==> src/rtl/uart_pkt_pkg.sv <==
// Shared types and helpers for the navigation UART packetizer and its matching receiver.
package uart_pkt_pkg;

    typedef enum logic [2:0] {
        IDLE    = 3'd0,
        SYNC    = 3'd1,
        LEN     = 3'd2,
        SEQ     = 3'd3,
        PAYLOAD = 3'd4,
        CSUM    = 3'd5
    } state_t;

    localparam logic [7:0] DEFAULT_SYNC_BYTE = 8'hAA;

    // Modulo-256 running sum; carries out of bit 7 are dropped.
    function automatic logic [7:0] csum_add(input logic [7:0] acc, input logic [7:0] data);
        return acc + data;
    endfunction

endpackage

==> src/rtl/uart_tx_packetizer.sv <==
// Frames one navigation message as SYNC, LEN, [SEQ], payload (MSB byte first), CHECKSUM.
// Optional macro UART_PKT_SEQ_EN inserts a wrapping sequence-number byte after LEN.
module uart_tx_packetizer
    import uart_pkt_pkg::*;
#(
    parameter int         PAYLOAD_BYTES = 4,
    parameter logic [7:0] SYNC_BYTE     = DEFAULT_SYNC_BYTE,
    parameter int         BITS_N        = 8
) (
    input  logic                       clk,
    input  logic                       rst,
    input  logic [PAYLOAD_BYTES*8-1:0] pkt_data,
    input  logic                       pkt_valid,
    output logic                       pkt_ready,
    output logic [BITS_N-1:0]          tx_data,
    output logic                       tx_valid,
    input  logic                       tx_ready,
    output logic                       busy
);

    localparam int               IDX_W    = (PAYLOAD_BYTES > 1) ? $clog2(PAYLOAD_BYTES) : 1;
    localparam logic [IDX_W-1:0] IDX_LAST = IDX_W'(PAYLOAD_BYTES - 1);
    localparam logic [7:0]       LEN_BYTE = 8'(PAYLOAD_BYTES);

    if (BITS_N != 8) begin : g_bad_bits
        $error("uart_tx_packetizer: BITS_N must be 8");
    end
    if (PAYLOAD_BYTES < 1 || PAYLOAD_BYTES > 255) begin : g_bad_len
        $error("uart_tx_packetizer: PAYLOAD_BYTES must be 1..255");
    end

    state_t                          state, next_state;
    logic [PAYLOAD_BYTES-1:0][7:0]   payload;
    logic [IDX_W-1:0]                idx;
    logic [7:0]                      csum;
    logic [7:0]                      cur_byte;
    logic                            pkt_xfer, byte_xfer;

    assign pkt_xfer  = pkt_valid && pkt_ready;
    assign byte_xfer = tx_valid && tx_ready;
    assign cur_byte  = payload[idx];

`ifdef UART_PKT_SEQ_EN
    logic [7:0] seq_cnt;
`endif

    always_ff @(posedge clk) begin
        if (rst) state <= IDLE;
        else     state <= next_state;
    end

    always_comb begin
        next_state = state;
        case (state)
            IDLE:    if (pkt_xfer)  next_state = SYNC;
            SYNC:    if (byte_xfer) next_state = LEN;
`ifdef UART_PKT_SEQ_EN
            LEN:     if (byte_xfer) next_state = SEQ;
            SEQ:     if (byte_xfer) next_state = PAYLOAD;
`else
            LEN:     if (byte_xfer) next_state = PAYLOAD;
`endif
            PAYLOAD: if (byte_xfer && idx == '0) next_state = CSUM;
            CSUM:    if (byte_xfer) next_state = IDLE;
            default: next_state = IDLE;
        endcase
    end

    // tx_data depends only on registered state, so it holds steady under backpressure.
    always_comb begin
        pkt_ready = (state == IDLE);
        tx_valid  = (state != IDLE);
        busy      = (state != IDLE);
        tx_data   = '0;
        case (state)
            SYNC:    tx_data = SYNC_BYTE;
            LEN:     tx_data = LEN_BYTE;
`ifdef UART_PKT_SEQ_EN
            SEQ:     tx_data = seq_cnt;
`endif
            PAYLOAD: tx_data = cur_byte;
            CSUM:    tx_data = csum;
            default: tx_data = '0;
        endcase
    end

    always_ff @(posedge clk) begin
        if (rst) begin
            payload <= '0;
            idx     <= '0;
            csum    <= '0;
        end else if (pkt_xfer) begin
            payload <= pkt_data;
            csum    <= '0;
        end else if (byte_xfer) begin
            case (state)
                LEN: begin
                    csum <= csum_add(csum, LEN_BYTE);
                    idx  <= IDX_LAST;
                end
`ifdef UART_PKT_SEQ_EN
                SEQ:     csum <= csum_add(csum, seq_cnt);
`endif
                PAYLOAD: begin
                    csum <= csum_add(csum, cur_byte);
                    idx  <= idx - 1'b1;
                end
                default: ;
            endcase
        end
    end

`ifdef UART_PKT_SEQ_EN
    always_ff @(posedge clk) begin
        if (rst)                             seq_cnt <= '0;
        else if (byte_xfer && state == CSUM) seq_cnt <= seq_cnt + 8'd1;
    end
`endif

endmodule

==> config.mk <==
export PLATFORM = sky130hd
export DESIGN_NAME = uart_tx_packetizer
export DESIGN_NICKNAME = d
export VERILOG_FILES = /design/src/rtl/uart_pkt_pkg.sv /design/src/rtl/uart_tx_packetizer.sv
export SDC_FILE = /design/constraint.sdc
export NUM_CORES = 1
export LEC_CHECK = 0
export CAP_MARGIN = 20
export CORE_ASPECT_RATIO = 0.7
export CORE_MARGIN = 4
export CORE_UTILIZATION = 40
export DETAILED_ROUTE_END_ITERATION = 10
export PLACE_DENSITY = 0.66
export SLEW_MARGIN = 10
export SYNTH_ARGS = -nofsm -noshare
export SYNTH_HDL_FRONTEND = slang
export SYNTH_SLANG_ARGS = --single-unit
==> constraint.sdc <==
create_clock -name clk -period 3.4 [get_ports clk]
set_clock_uncertainty 0.1 [all_clocks]
set_input_delay 0.85 -clock clk [delete_from_list [all_inputs] [get_ports clk]]
set_output_delay 0.85 -clock clk [all_outputs]
set_load 0.02 [all_outputs]
==> key figures <==
Timing
  • Slew @ Worst Pin: between 0.6 and 0.7 ns
  • Final setup margin: between 0.15 and 0.2 ns
  • Max Slew Vio Count: 0
  • Final hold viol count: 0
  • Final Cycle Share: 0.954
  • Slew margin rel.: 0.573
  • Setup Viol. Count Final: 0
  • Fmax: approximately 300 MHz
  • RSZ-0062 raised after global routing: false
  • Setup TNS: 0 ns
  • Minimum clock period: around 3.2 ns

Clock tree
  • H-tree depth: 2
  • Post-CTS setup buffers: 0
  • Clock tree buffer depth: 2
  • Hold buffers post-CTS: 0
  • CTS Sinks: 45
  • Total CTS buffers: 5
  • CTS tree: built
  • Clock Pin Slew Worst Setup and Hold Paths: about 0.080 ns
  • CTS root buf: clkbuf_8
  • Clock Latency Late Sink: 0.30 ns
  • Resize count post-CTS: 0

Synth
  • Netlist Area Pre-Place: 0.00239 mm²
  • Post-synthesis sequential area ratio: 0.377
  • #FFs+latches synth: 45
  • Yosys cell types: just over 40
  • Syn Inst Count: around 300
  • Post-synth EDFFs: 0
  • Count leader, synth: nand2_1
  • Syn_area_per_cell: between 7 and 8 µm²
  • Ys Warns: 0
  • Top cells by area, synth: dfxtp_1 (38%), nand2_1 (13%), a21oi_1 (11%)
  • Post-synth top cells: nand2_1 (83), a21oi_1 (51), dfxtp_1 (45)
  • Mapped Nets: 345
  • Synth top area share: 0.377
  • Most used DFF post-synth: dfxtp_1
  • Yosys top cell by area: dfxtp_1
  • Synth async-reset ratio: 0

Global route
  • Global-route wire length before repair: 9470 µm
  • Vias in the first global route: slightly below 2000
  • Initial antenna violation count: 0
  • Grt ovf: 0
  • GRT Util Overall: 0.164
  • Largest net degree at the start of global routing: 38

Pwr
  • Max rail drop VDD: between 0.15 and 0.2 mV
  • Seq pwr share: 0.480
  • Combinational group share of total power: 0.190
  • Pint: ~900 µW
  • LEAKAGE: ~1.1 nW
  • Power Density: 407 mW/mm²
  • Psw: approximately 330 µW
  • Sw frac: 0.268
  • Clock power share: 0.330

Drt
  • DR vias/cell: ~5.3
  • Number of DRC markers in iteration 0: between 100 and 150
  • DRT Pass-1 Iters: 4
  • Via count: 2173
  • Wire length per cell: between 10 and 15 µm
  • Post-DRT Antenna Nets: 0
  • WL final: between 5000 and 6000 µm
  • DR DRC count: 0

Final layout
  • Area delta synth->final: 25.7%
  • Final nets: about 380
  • Ant diodes: 0
  • Layout Cells excl Fill: roughly 410
  • Layout cells sized above 1: 0.0710
  • Final core occ: 0.522

Min path
  • Worst Hold Depth: 2
  • Worst min path class: reg2reg

Critical path
  • Setup CP Type: reg2out
  • Worst Path Max Fanout: 11
  • Required time worst endpoint: around 2.5 ns
  • Arr. time, crit path: 2.29 ns
  • R2R depth: 9
  • Startpoint types: flip-flop
  • CP endpoint kind: output port

Floorplanning
  • Width of the die: between 100 and 150 µm
  • I/O Pins: 47
  • Initial core utilization: 0.415
  • FP Rows: 23
  • Die outline area: roughly 0.0073 mm²
  • Die Ht: just over 70 µm
  • Core ar.: between 0.005 and 0.006 mm²

Place
  • Routability cong.: 0.886
  • Pre-CTS setup slack: a little under 0.4 ns
  • Detail Placement HPWL: approximately 4400 µm
  • Port bufs: 46
  • Placed Instances: between 400 and 500

Flow run
  • Max-cap viol count: 0

Outcome
  • Status: finished clean
-- sequential cells by signal, summed over array words and instances (netlist names) --
name	cells
csum	8
idx	2
payload	32
state	3
-- cells by family (layout without fill, tap and decap cells) --
kind of cell / count (synthesis) / count (layout) / share of synthesized area
compound gates: 80 / 80 / 0.192
xor+xnor: 6 / 6 / 0.0251
fa+ha+maj: 10 / 10 / 0.0555
buf+inv: 24 / 63 / 0.0440
flops: 45 / 45 / 0.377
mux: 13 / 13 / 0.0964
simple gates: 121 / 121 / 0.210
-- layer usage --
metal	routed length, µm	track usage	vias to the layer above
met3	338	0.0439	7
met5	0	0	-
met1	3000	0.240	1003
met2	2520	0.246	52
li1	-	-	1111
met4	41	0.0269	0
-- area by class of cell --
type                            count  area, µm²
Tap cell                           75       93.8
Multi-Input combinational cell    230       1380
Inverter                            4       15.0
Timing Repair Buffer               51        498
Fill cell                         570       2750
Clock inverter                      2       38.8
Clock buffer                        6       72.6
Sequential cell                    45        901
-- worst max-delay path: stages, from the launching register on --
cell and delay (ns):
dfxtp_1 0.65, mux4_2 0.60, mux2i_1 0.16, nor2_1 0.06, clkdlybuf4s50_1 0.53
-- path summary, 6_finish.rpt --
kind	from	to	slack (ns)
worst max-delay path	idx[0]	tx_data[4]	0.16
worst max register to register	idx[0]	csum[6]	0.37
worst min-delay path	payload[18]	payload[18]	0.36
worst min register to register	payload[18]	payload[18]	0.36
-- power by group through the flow --
stage | logic [mW] | registers [mW] | clock network, mW
after floorplan | 0.156 | 0.580 | 0
after global placement | 0.230 | 0.598 | 0
after detailed placement | 0.232 | 0.598 | 0
after CTS | 0.234 | 0.586 | 0.412
after global routing | 0.258 | 0.590 | 0.431
final | 0.232 | 0.586 | 0.403
-- per-stage QoR --
stage | instance area (µm²) | power (mW) | hold WS [ns]
floorplan | 2390 | 0.736 | 0.333
global placement | 2890 | 0.828 | 0.345
detailed placement | 2890 | 0.830 | 0.345
CTS | 3000 | 1.23 | 0.359
global route | 3000 | 1.28 | 0.380
finish | 3000 | 1.22 | 0.359
-- placed cells by master (no fill, tap or decap), types with 2 or more instances in the layout --
master	instances
nand2_1	83
a21oi_1	51
clkdlybuf4s50_1	46
dfxtp_1	45
nor2_1	18
ha_1	9
mux4_2	8
o21ai_0	8
mux2i_1	5
nand3_1	5
a21o_1	5
clkbuf_8	5
buf_4	5
inv_1	4
nor3_1	4
nand2b_1	3
o21ai_1	3
xnor2_1	3
and3_1	2
a2111oi_0	2
xor2_1	2
No activity file was read; power rests on OpenSTA's default activity.
